**config.mk**
```make
export PLATFORM = sky130hd
export DESIGN_NAME = hazard_ctrl
export DESIGN_NICKNAME = d
export VERILOG_FILES = /design/src/rtl/hazard_ctrl.sv
export SDC_FILE = /design/constraint.sdc
export NUM_CORES = 1
export LEC_CHECK = 0
export ABC_AREA = 1
export BUFFER_PORTS_ARGS = -buffer_cell sky130_fd_sc_hd__buf_4
export CORE_ASPECT_RATIO = 0.7
export CORE_MARGIN = 2
export CORE_UTILIZATION = 25
export DETAILED_ROUTE_END_ITERATION = 12
export GPL_TIMING_DRIVEN = 1
export PLACE_DENSITY = 0.43
export SETUP_SLACK_MARGIN = 0.05
export SYNTH_ARGS = -nofsm -noshare
export SYNTH_HDL_FRONTEND = slang
export SYNTH_SLANG_ARGS = --single-unit
```
**constraint.sdc**
```tcl
create_clock -name clk -period 1.7 [get_ports clk]
set_clock_uncertainty 0.2 [all_clocks]
set_input_delay 0.34 -clock clk [delete_from_list [all_inputs] [get_ports clk]]
set_output_delay 0.34 -clock clk [all_outputs]
set_load 0.005 [all_outputs]
```
**src/rtl/hazard_ctrl.sv**
```systemverilog
// hazard_ctrl -- pipeline hazard controller for the 5-stage RV32I core.
//
// Tracks the destination registers of the instructions sitting in ID/EX
// and EX/MEM. From them it generates same-cycle stall / flush / bubble /
// freeze controls and registered EX operand-forwarding selects.
//
// Build option: define FORWARD_EN to enable EX/MEM and WB bypassing.
// Without it, every RAW dependence on EX or MEM stalls and fwd_a/fwd_b
// stay 00.
//
// Parameters:
//   RA_W          register address width
//   CNT_W         width of the saturating stall-cycle counter
// Ports:
//   clk, rstn     rising-edge clock, asynchronous active-low reset
//   id_*          decoded flags of the instruction currently in ID
//   ex_redirect   EX resolved a taken branch / jal / jalr
//   mem_ready     data memory completes its access this cycle
//   stall_if      hold PC and IF/ID
//   flush_id      replace IF/ID with a NOP
//   bubble_ex     load a NOP into ID/EX
//   freeze        hold every pipeline register
//   fwd_a, fwd_b  EX operand select: 00 regfile, 01 EX/MEM, 10 WB data
//   stall_cycles  saturating count of stall_if | freeze cycles
//
// The register file is write-first, so an instruction in WB can never
// cause a hazard. Nothing reads a WB entry or a load flag in MEM, so
// neither is kept in the scoreboard.
module hazard_ctrl #(
   parameter int RA_W  = 5,
   parameter int CNT_W = 16
) (
   input  logic             clk,
   input  logic             rstn,
   input  logic             id_valid,
   input  logic [RA_W-1:0]  id_rs1,
   input  logic [RA_W-1:0]  id_rs2,
   input  logic             id_use_rs1,
   input  logic             id_use_rs2,
   input  logic [RA_W-1:0]  id_rd,
   input  logic             id_regwrite,
   input  logic             id_load,
   input  logic             id_memop,
   input  logic             ex_redirect,
   input  logic             mem_ready,
   output logic             stall_if,
   output logic             flush_id,
   output logic             bubble_ex,
   output logic             freeze,
   output logic [1:0]       fwd_a,
   output logic [1:0]       fwd_b,
   output logic [CNT_W-1:0] stall_cycles
);

   localparam logic [RA_W-1:0]  REG_ZERO  = {RA_W{1'b0}};
   localparam logic [CNT_W-1:0] CNT_MAX   = {CNT_W{1'b1}};
   localparam logic [CNT_W-1:0] CNT_ONE   = {{(CNT_W-1){1'b0}}, 1'b1};
   localparam logic [1:0]       FWD_RF    = 2'b00;
   localparam logic [1:0]       FWD_EXMEM = 2'b01;
   localparam logic [1:0]       FWD_WB    = 2'b10;

   // scoreboard: EX entry (mirrors ID/EX)
   logic            ex_valid_q, ex_valid_d;
   logic [RA_W-1:0] ex_rd_q, ex_rd_d;
   logic            ex_regwrite_q, ex_regwrite_d;
   logic            ex_load_q, ex_load_d;
   logic            ex_memop_q, ex_memop_d;
   // scoreboard: MEM entry (mirrors EX/MEM)
   logic            mem_valid_q, mem_valid_d;
   logic [RA_W-1:0] mem_rd_q, mem_rd_d;
   logic            mem_regwrite_q, mem_regwrite_d;
   logic            mem_memop_q, mem_memop_d;
   // forwarding selects and performance counter
   logic [1:0]       fwd_a_q, fwd_a_d;
   logic [1:0]       fwd_b_q, fwd_b_d;
   logic [CNT_W-1:0] cnt_q, cnt_d;

   logic match_ex_a, match_ex_b, match_mem_a, match_mem_b;
   logic ex_dep, mem_dep, data_stall;

   // RAW match of one source operand against one scoreboard entry; x0 never matches
   function automatic logic src_match(
      input logic            valid,
      input logic            regwrite,
      input logic [RA_W-1:0] rd,
      input logic [RA_W-1:0] rs,
      input logic            use_src
   );
      src_match = valid & regwrite & (rd == rs) & (rs != REG_ZERO) & use_src;
   endfunction

   // Bypass source for one operand; the younger producer (EX) has priority
   function automatic logic [1:0] fwd_sel(input logic m_ex, input logic m_mem);
      if (m_ex) begin
         fwd_sel = FWD_EXMEM;
      end else if (m_mem) begin
         fwd_sel = FWD_WB;
      end else begin
         fwd_sel = FWD_RF;
      end
   endfunction

   assign match_ex_a  = src_match(ex_valid_q, ex_regwrite_q, ex_rd_q, id_rs1, id_use_rs1);
   assign match_ex_b  = src_match(ex_valid_q, ex_regwrite_q, ex_rd_q, id_rs2, id_use_rs2);
   assign match_mem_a = src_match(mem_valid_q, mem_regwrite_q, mem_rd_q, id_rs1, id_use_rs1);
   assign match_mem_b = src_match(mem_valid_q, mem_regwrite_q, mem_rd_q, id_rs2, id_use_rs2);
   assign ex_dep      = match_ex_a | match_ex_b;
   assign mem_dep     = match_mem_a | match_mem_b;

   // A memory access in MEM that has not completed stalls the whole pipe
   assign freeze = mem_valid_q & mem_memop_q & ~mem_ready;

   // Data-hazard detection for the ID instruction
   always_comb begin
      data_stall = 1'b0;
`ifdef FORWARD_EN
      // ALU results bypass; only a load in EX has no data yet
      data_stall = id_valid & ex_dep & ex_load_q;
`else
      // no bypass: load or ALU producer in EX, or any producer in MEM, stalls
      data_stall = id_valid & ((ex_dep & ex_load_q) | (ex_dep & ~ex_load_q) | mem_dep);
`endif
   end

   // Pipeline controls, priority freeze > redirect > data stall
   always_comb begin
      stall_if  = 1'b0;
      flush_id  = 1'b0;
      bubble_ex = 1'b0;
      if (freeze) begin
         // a pending redirect waits in EX until the memory access completes
         stall_if  = 1'b0;
         flush_id  = 1'b0;
         bubble_ex = 1'b0;
      end else if (ex_redirect) begin
         // ID holds a wrong-path instruction: kill it instead of stalling
         flush_id  = 1'b1;
         bubble_ex = 1'b1;
      end else if (data_stall) begin
         stall_if  = 1'b1;
         bubble_ex = 1'b1;
      end else begin
         stall_if  = 1'b0;
         flush_id  = 1'b0;
         bubble_ex = 1'b0;
      end
   end

   // Scoreboard shift, forwarding select and counter next-state
   always_comb begin
      ex_valid_d     = ex_valid_q;
      ex_rd_d        = ex_rd_q;
      ex_regwrite_d  = ex_regwrite_q;
      ex_load_d      = ex_load_q;
      ex_memop_d     = ex_memop_q;
      mem_valid_d    = mem_valid_q;
      mem_rd_d       = mem_rd_q;
      mem_regwrite_d = mem_regwrite_q;
      mem_memop_d    = mem_memop_q;
      fwd_a_d        = fwd_a_q;
      fwd_b_d        = fwd_b_q;
      if (!freeze) begin
         ex_valid_d     = id_valid & ~bubble_ex;
         ex_rd_d        = id_rd;
         ex_regwrite_d  = id_regwrite;
         ex_load_d      = id_load;
         ex_memop_d     = id_memop;
         mem_valid_d    = ex_valid_q;
         mem_rd_d       = ex_rd_q;
         mem_regwrite_d = ex_regwrite_q;
         mem_memop_d    = ex_memop_q;
`ifdef FORWARD_EN
         if (id_valid && !bubble_ex) begin
            fwd_a_d = fwd_sel(match_ex_a, match_mem_a);
            fwd_b_d = fwd_sel(match_ex_b, match_mem_b);
         end else begin
            fwd_a_d = FWD_RF;
            fwd_b_d = FWD_RF;
         end
`else
         fwd_a_d = FWD_RF;
         fwd_b_d = FWD_RF;
`endif
      end else begin
         // frozen: every entry and both selects keep their value
         fwd_a_d = fwd_a_q;
         fwd_b_d = fwd_b_q;
      end

      if ((stall_if || freeze) && (cnt_q != CNT_MAX)) begin
         cnt_d = cnt_q + CNT_ONE;
      end else begin
         cnt_d = cnt_q;
      end
   end

   // State registers with asynchronous clear
   always_ff @(posedge clk or negedge rstn) begin
      if (!rstn) begin
         ex_valid_q     <= 1'b0;
         ex_rd_q        <= REG_ZERO;
         ex_regwrite_q  <= 1'b0;
         ex_load_q      <= 1'b0;
         ex_memop_q     <= 1'b0;
         mem_valid_q    <= 1'b0;
         mem_rd_q       <= REG_ZERO;
         mem_regwrite_q <= 1'b0;
         mem_memop_q    <= 1'b0;
         fwd_a_q        <= FWD_RF;
         fwd_b_q        <= FWD_RF;
         cnt_q          <= {CNT_W{1'b0}};
      end else begin
         ex_valid_q     <= ex_valid_d;
         ex_rd_q        <= ex_rd_d;
         ex_regwrite_q  <= ex_regwrite_d;
         ex_load_q      <= ex_load_d;
         ex_memop_q     <= ex_memop_d;
         mem_valid_q    <= mem_valid_d;
         mem_rd_q       <= mem_rd_d;
         mem_regwrite_q <= mem_regwrite_d;
         mem_memop_q    <= mem_memop_d;
         fwd_a_q        <= fwd_a_d;
         fwd_b_q        <= fwd_b_d;
         cnt_q          <= cnt_d;
      end
   end

   assign fwd_a        = fwd_a_q;
   assign fwd_b        = fwd_b_q;
   assign stall_cycles = cnt_q;

endmodule

```
Word-level counts from Yosys, hierarchy flattened
Index checks and enable logic that the tools add are counted.
Widths: inputs -> output; s select.
{"block": "classes", "n_addsub": 1, "eq_ne": 5, "muxes": 7, "n_bitwise": 27, "reduce_logical": 4}
{"op": "$and 1x1->1", "count": 20}
{"op": "$eq 5x5->1", "count": 4}
{"op": "$add 16x1->16 const B", "count": 1}
{"op": "$ne 16x16->1 const B", "count": 1}
{"op": "$reduce_bool 5->1", "count": 2}
{"op": "$mux 1", "count": 7}
{"op": "$or 1x1->1", "count": 4}
{"op": "$not 1->1", "count": 3}
{"op": "$logic_and 1x1->1", "count": 1}
{"op": "$logic_or 1x1->1", "count": 1}
{"block": "word_totals", "reg_bits": 33, "inputBits": 25, "output_inout_bits": 24, "wordCells": 54}

Longest topological paths before layout
{"block": "logic_depth", "ltp_word": 14, "depth_mapped": 16, "ltp_nobuf": 15}

Least setup slack after synthesis
OpenSTA, ideal clock, no wires.
{"block": "synth_timing", "kind": "reg-to-reg", "from": "reg cnt_q[0] (netlist: stall_cycles[0])", "to": "reg cnt_q[6] (netlist: stall_cycles[6])", "setup_time_ns": 0.117, "arrival_ns": 1.548, "required_time_ns": 1.383, "slack_ns": -0.165, "path_stages_with_launch": 10, "cell_sequence": "dfrtp_1 ha_1 nand3_2 nor3_2 nand3_1 nor2_2 inv_2 buf_2 nand3_1 nand2_1"}
{"block": "synth_via", "elab_chain_len": 2}
{"item": "start: declaration", "line_no": "76", "source": "logic [CNT_W-1:0] cnt_q, cnt_d;"}
{"item": "start signal: assignment", "line_no": "211", "source": "cnt_q <= {CNT_W{1'b0}};"}
{"item": "start signal: assignment", "line_no": "224", "source": "cnt_q <= cnt_d;"}
{"item": "branches (longest 2 deep; another with $add 16x1->16)"}
Parallel ways; which one is timed is not known.
A chain may end at the register's enable or synchronous reset.

Worst setup path in the final report
{"block": "layout_timing", "from": "reg mem_rd_q[4]", "to": "out stall_if"}
{"block": "layout_via", "elab_chain_len": 10}
{"item": "start: declaration", "line_no": "70", "source": "logic [RA_W-1:0] mem_rd_q, mem_rd_d;"}
{"item": "start signal: assignment", "line_no": "219", "source": "mem_rd_q <= mem_rd_d;"}
{"item": "$eq 5x5->1", "line_no": "89", "source": "src_match = valid & regwrite & (rd == rs) & (rs != REG_ZERO) & use_src;"}
{"item": "$and 1x1->1 (3 in series)", "line_no": "89"}
{"item": "$or 1x1->1 (*)", "line_no": "108", "source": "assign mem_dep = match_mem_a | match_mem_b;"}
{"item": "$or 1x1->1 (*)", "line_no": "121", "source": "data_stall = id_valid & ((ex_dep & ex_load_q) | (ex_dep & ~ex_load_q) | mem_dep);"}
{"item": "$and 1x1->1 (*)", "line_no": "121"}
{"item": "$mux 1 (*)", "line_no": "139", "source": "end else if (data_stall) begin"}
{"item": "$mux 1 (*)", "line_no": "135", "source": "end else if (ex_redirect) begin"}
{"item": "$mux 1 (*)", "line_no": "130", "source": "if (freeze) begin"}
{"item": "end: declaration", "line_no": "46", "source": "output logic stall_if,"}
Mark *: on every way between the ends. The rest lies on a longest branch, timed or not.

==> metrics.md <==
| Metric | Value |
|---|---|
| Row count | `27` |
| Diodes inserted | `0` |
| Routed vias | `2,128` |
| Final Hold Fails | `0` |
| Max-slew violations | `0` |
| 1st-iter DRT viols | `78` |
| # setup viols final | `19` |
| Clock Path Buffers | `2` |
| Top achievable clock speed | `0.473 GHz` |
| Layout cells sized above 1 | `0.342` |
| Yosys reg bits | `32` |
| Via density | `4.26` |
| Worst-Skew Late Latency | `0.28 ns` |
| H-tree levels | `2` |
| CTS clk-pin slew, worst paths | `0.05 ns` |
| Mapped cell area | `0.00203 sq mm` |
| Die Y | `79.4 microns` |
| Core Footprint | `0.00787 sq mm` |
| GRT Util Overall | `0.142` |
| Critical Path End Type | `output port` |
| HP Class | `input port to flop` |
| DRC viols | `0` |
| Period minus WS final | `2.12 ns` |
| Antenna violations before repair | `0` |
| Netlist cell types | `24` |
| DPL Wire Length | `4350 microns` |
| Status | `finished, violations left` |
| Post-DP Area | `0.00271 sq mm` |
| Buffers on Ports | `43` |
| Worst Hold Depth | `3` |
| FF-to-FF path depth | `18` |
| Part of the power in registers | `0.354` |
| Setup ws final | `-0.416 ns` |
| Crit share post-route | `1.24` |
| CTS buffer count | `5` |
| P&R area growth vs syn | `56.5%` |
| Die area | `0.00887 sq mm` |
| Final wirelength | `6090 microns` |
| Power Density | `826 mW/mm^2` |
| Net switching fraction of the power | `0.300` |
| Clock Power Share | `0.344` |
| IO Count | `49` |
| WP data required | `1.16 ns` |
| Root Buffer | `clkbuf_16` |
| Pint | `0.00184 W` |
| Crit Path Max Fanout | `4` |
| First-pass GRT wire length | `10,100 microns` |
| Yosys synthesis warning count | `0` |
| Congestion Overflow GR | `0` |
| Gpl congestion | `0.874` |
| Critical Path Start Type | `flop` |
| Cells after synthesis | `303` |
| RSZ-0062 raised after global routing | `true` |
| Sw Pwr | `0.000788 W` |
| Worst vdd ir | `0.000361 V` |
| Logic pwr share | `0.303` |
| P_leak | `1.72 nW` |
| Die X | `112 microns` |
| Avg Cell Area, Syn | `6.70 sq um` |
| Synth area leader | `dfrtp_1` |
| TritonCTS clock tree | `done` |
| Nets | `423` |
| Critical path class | `flop to output port` |
| Fin area | `0.00318 sq mm` |
| Pre-CTS setup slack | `-0.261 ns` |
| Worst EP arrival | `1.58 ns` |
| Final setup TNS | `-6.58 ns` |
| Synth top area cells | `dfrtp_1, nand2_1, nand3_1` |
| Failing checks | `setup timing` |
| Clock Sinks | `32` |
| ANT nets after route | `0` |
| Maxcap violations | `0` |
| Pin count of the biggest net entering global routing | `33` |
| Vias in the first global route | `2,017` |
| Drt wl/cell | `12.2 microns` |
| Initial Utilization | `0.258` |
| First drt pass iteration count | `4` |
| Yosys top cell area share | `0.395` |
| Seq/Total Area, Yosys | `0.395` |
## logic make-up after synthesis
| kind of cell | synth area share |
|---|---|
| other cells | 0.00185 |
| fa+ha+maj | 0.00616 |
| flops | 0.395 |
| simple gates | 0.387 |
| buf+inv | 0.102 |
| compound gates | 0.0395 |
| xor+xnor | 0.0690 |
## cell usage after synthesis
cell type,count
nand2_1,129
inv_1,36
dfrtp_1,32
nand3_1,30
nor2_1,22
o21ai_0,12
xnor2_1,11
buf_4,5
xor2_1,5
a21oi_1,4
clkbuf_1,2
nand4_1,2
nor2_2,2
buf_2,1
buf_8,1
clkinv_1,1
conb_1,1
ha_1,1
inv_2,1
nand2_2,1
nand2_4,1
nand3_2,1
nor3_1,1
nor3_2,1
## per-stage QoR
| step | std cells | hold slack, ns | power, W | util |
|---|---|---|---|---|
| global route | 499 | 0.0787 | 0.00279 | 0.404 |
| floorplan | 306 | -0.156 | 0.00125 | - |
| detailed placement | 475 | 0.121 | 0.00161 | 0.344 |
| CTS | 500 | 0.0630 | 0.00264 | 0.401 |
| finish | 499 | 0.0636 | 0.00262 | 0.404 |
| global placement | 475 | 0.119 | 0.00161 | 0.344 |
## routing by layer
metal / vias to the layer above / GRT usage / part of all wire
met5: - / 0 / 0
li1: 1108 / - / -
met4: 0 / 0.0296 / 0.0031
met1: 983 / 0.213 / 0.55
met3: 3 / 0.0273 / 0.034
met2: 34 / 0.213 / 0.42
## critical path, cell delays in order (launching register included)
cell	delay (ns)
dfrtp_1	0.39
inv_1	0.07
nand2_1	0.06
nand3_1	0.06
nor2_1	0.18
nand2_1	0.08
nand2_1	0.07
nand2_1	0.06
nand2_2	0.07
nand2_2	0.06
nor2_1	0.09
buf_4	0.12
## flip-flops by register name, summed over array words and instances, names as in the netlist
signal          flops
ex_regwrite_q       1
mem_regwrite_q      1
ex_rd_q             5
mem_valid_q         1
ex_valid_q          1
stall_cycles       16
ex_memop_q          1
mem_memop_q         1
mem_rd_q            5
## final timing paths
check                                         from                            to  slack, ns
min                                    id_regwrite     ex_regwrite_q$_DFFE_PN0N_       0.06
max reg2reg                 ex_rd_q[2]$_DFFE_PN0N_  stall_cycles[12]$_DFFE_PN0P_      -0.35
max                        mem_rd_q[4]$_DFFE_PN0N_                      stall_if      -0.42
min in group asynchronous                     rstn  stall_cycles[14]$_DFFE_PN0P_       0.35
max in group asynchronous                     rstn     ex_regwrite_q$_DFFE_PN0N_       0.64
min reg2reg                 ex_memop_q$_DFFE_PN0N_       mem_memop_q$_DFFE_PN0N_       0.25
## power groups by stage
| stage | registers (W) | clock network (W) | logic [W] |
|---|---|---|---|
| after detailed placement | 0.000937 | 0 | 0.000677 |
| final | 0.000928 | 0.000901 | 0.000795 |
| after CTS | 0.000928 | 0.000921 | 0.000786 |
| after global routing | 0.000942 | 0.000963 | 0.000885 |
| after global placement | 0.000937 | 0 | 0.000677 |
| after floorplan | 0.000966 | 0 | 0.000289 |
## repair_timing
action	CTS	global route
buffers inserted	16	4
hold endpoints to repair	32	0
hold buffers	1	0
setup endpoints to repair	21	28
gates cloned	1	0
pin swaps	21	3
resized for setup	39	9
## area by class of cell
| type | instances | area [sq um] |
|---|---|---|
| repair buffers | 93 | 776 |
| multi-input cells | 227 | 1180 |
| well taps | 101 | 126 |
| flip-flops and latches | 32 | 801 |
| clock buffers | 8 | 146 |
| inverters | 38 | 146 |
| fillers | 826 | 4690 |
## layout by cell type, fill, tap and decap left out, drive strengths merged
cell type / Yosys / layout
dfrtp: 32 / 32
a21oi: 4 / 4
o21ai: 12 / 12
clkbuf: 2 / 8
conb: 1 / 4
dlygate4sd3: 0 / 1
nand4: 2 / 2
nor2: 24 / 24
inv: 37 / 37
xnor2: 11 / 11
clkinvlp: 0 / 1
nand3: 31 / 31
buf: 7 / 92
nand2: 131 / 131
ha: 1 / 1
xor2: 5 / 5
nor3: 2 / 2
Note: power is estimated with default switching activity, not from simulation.
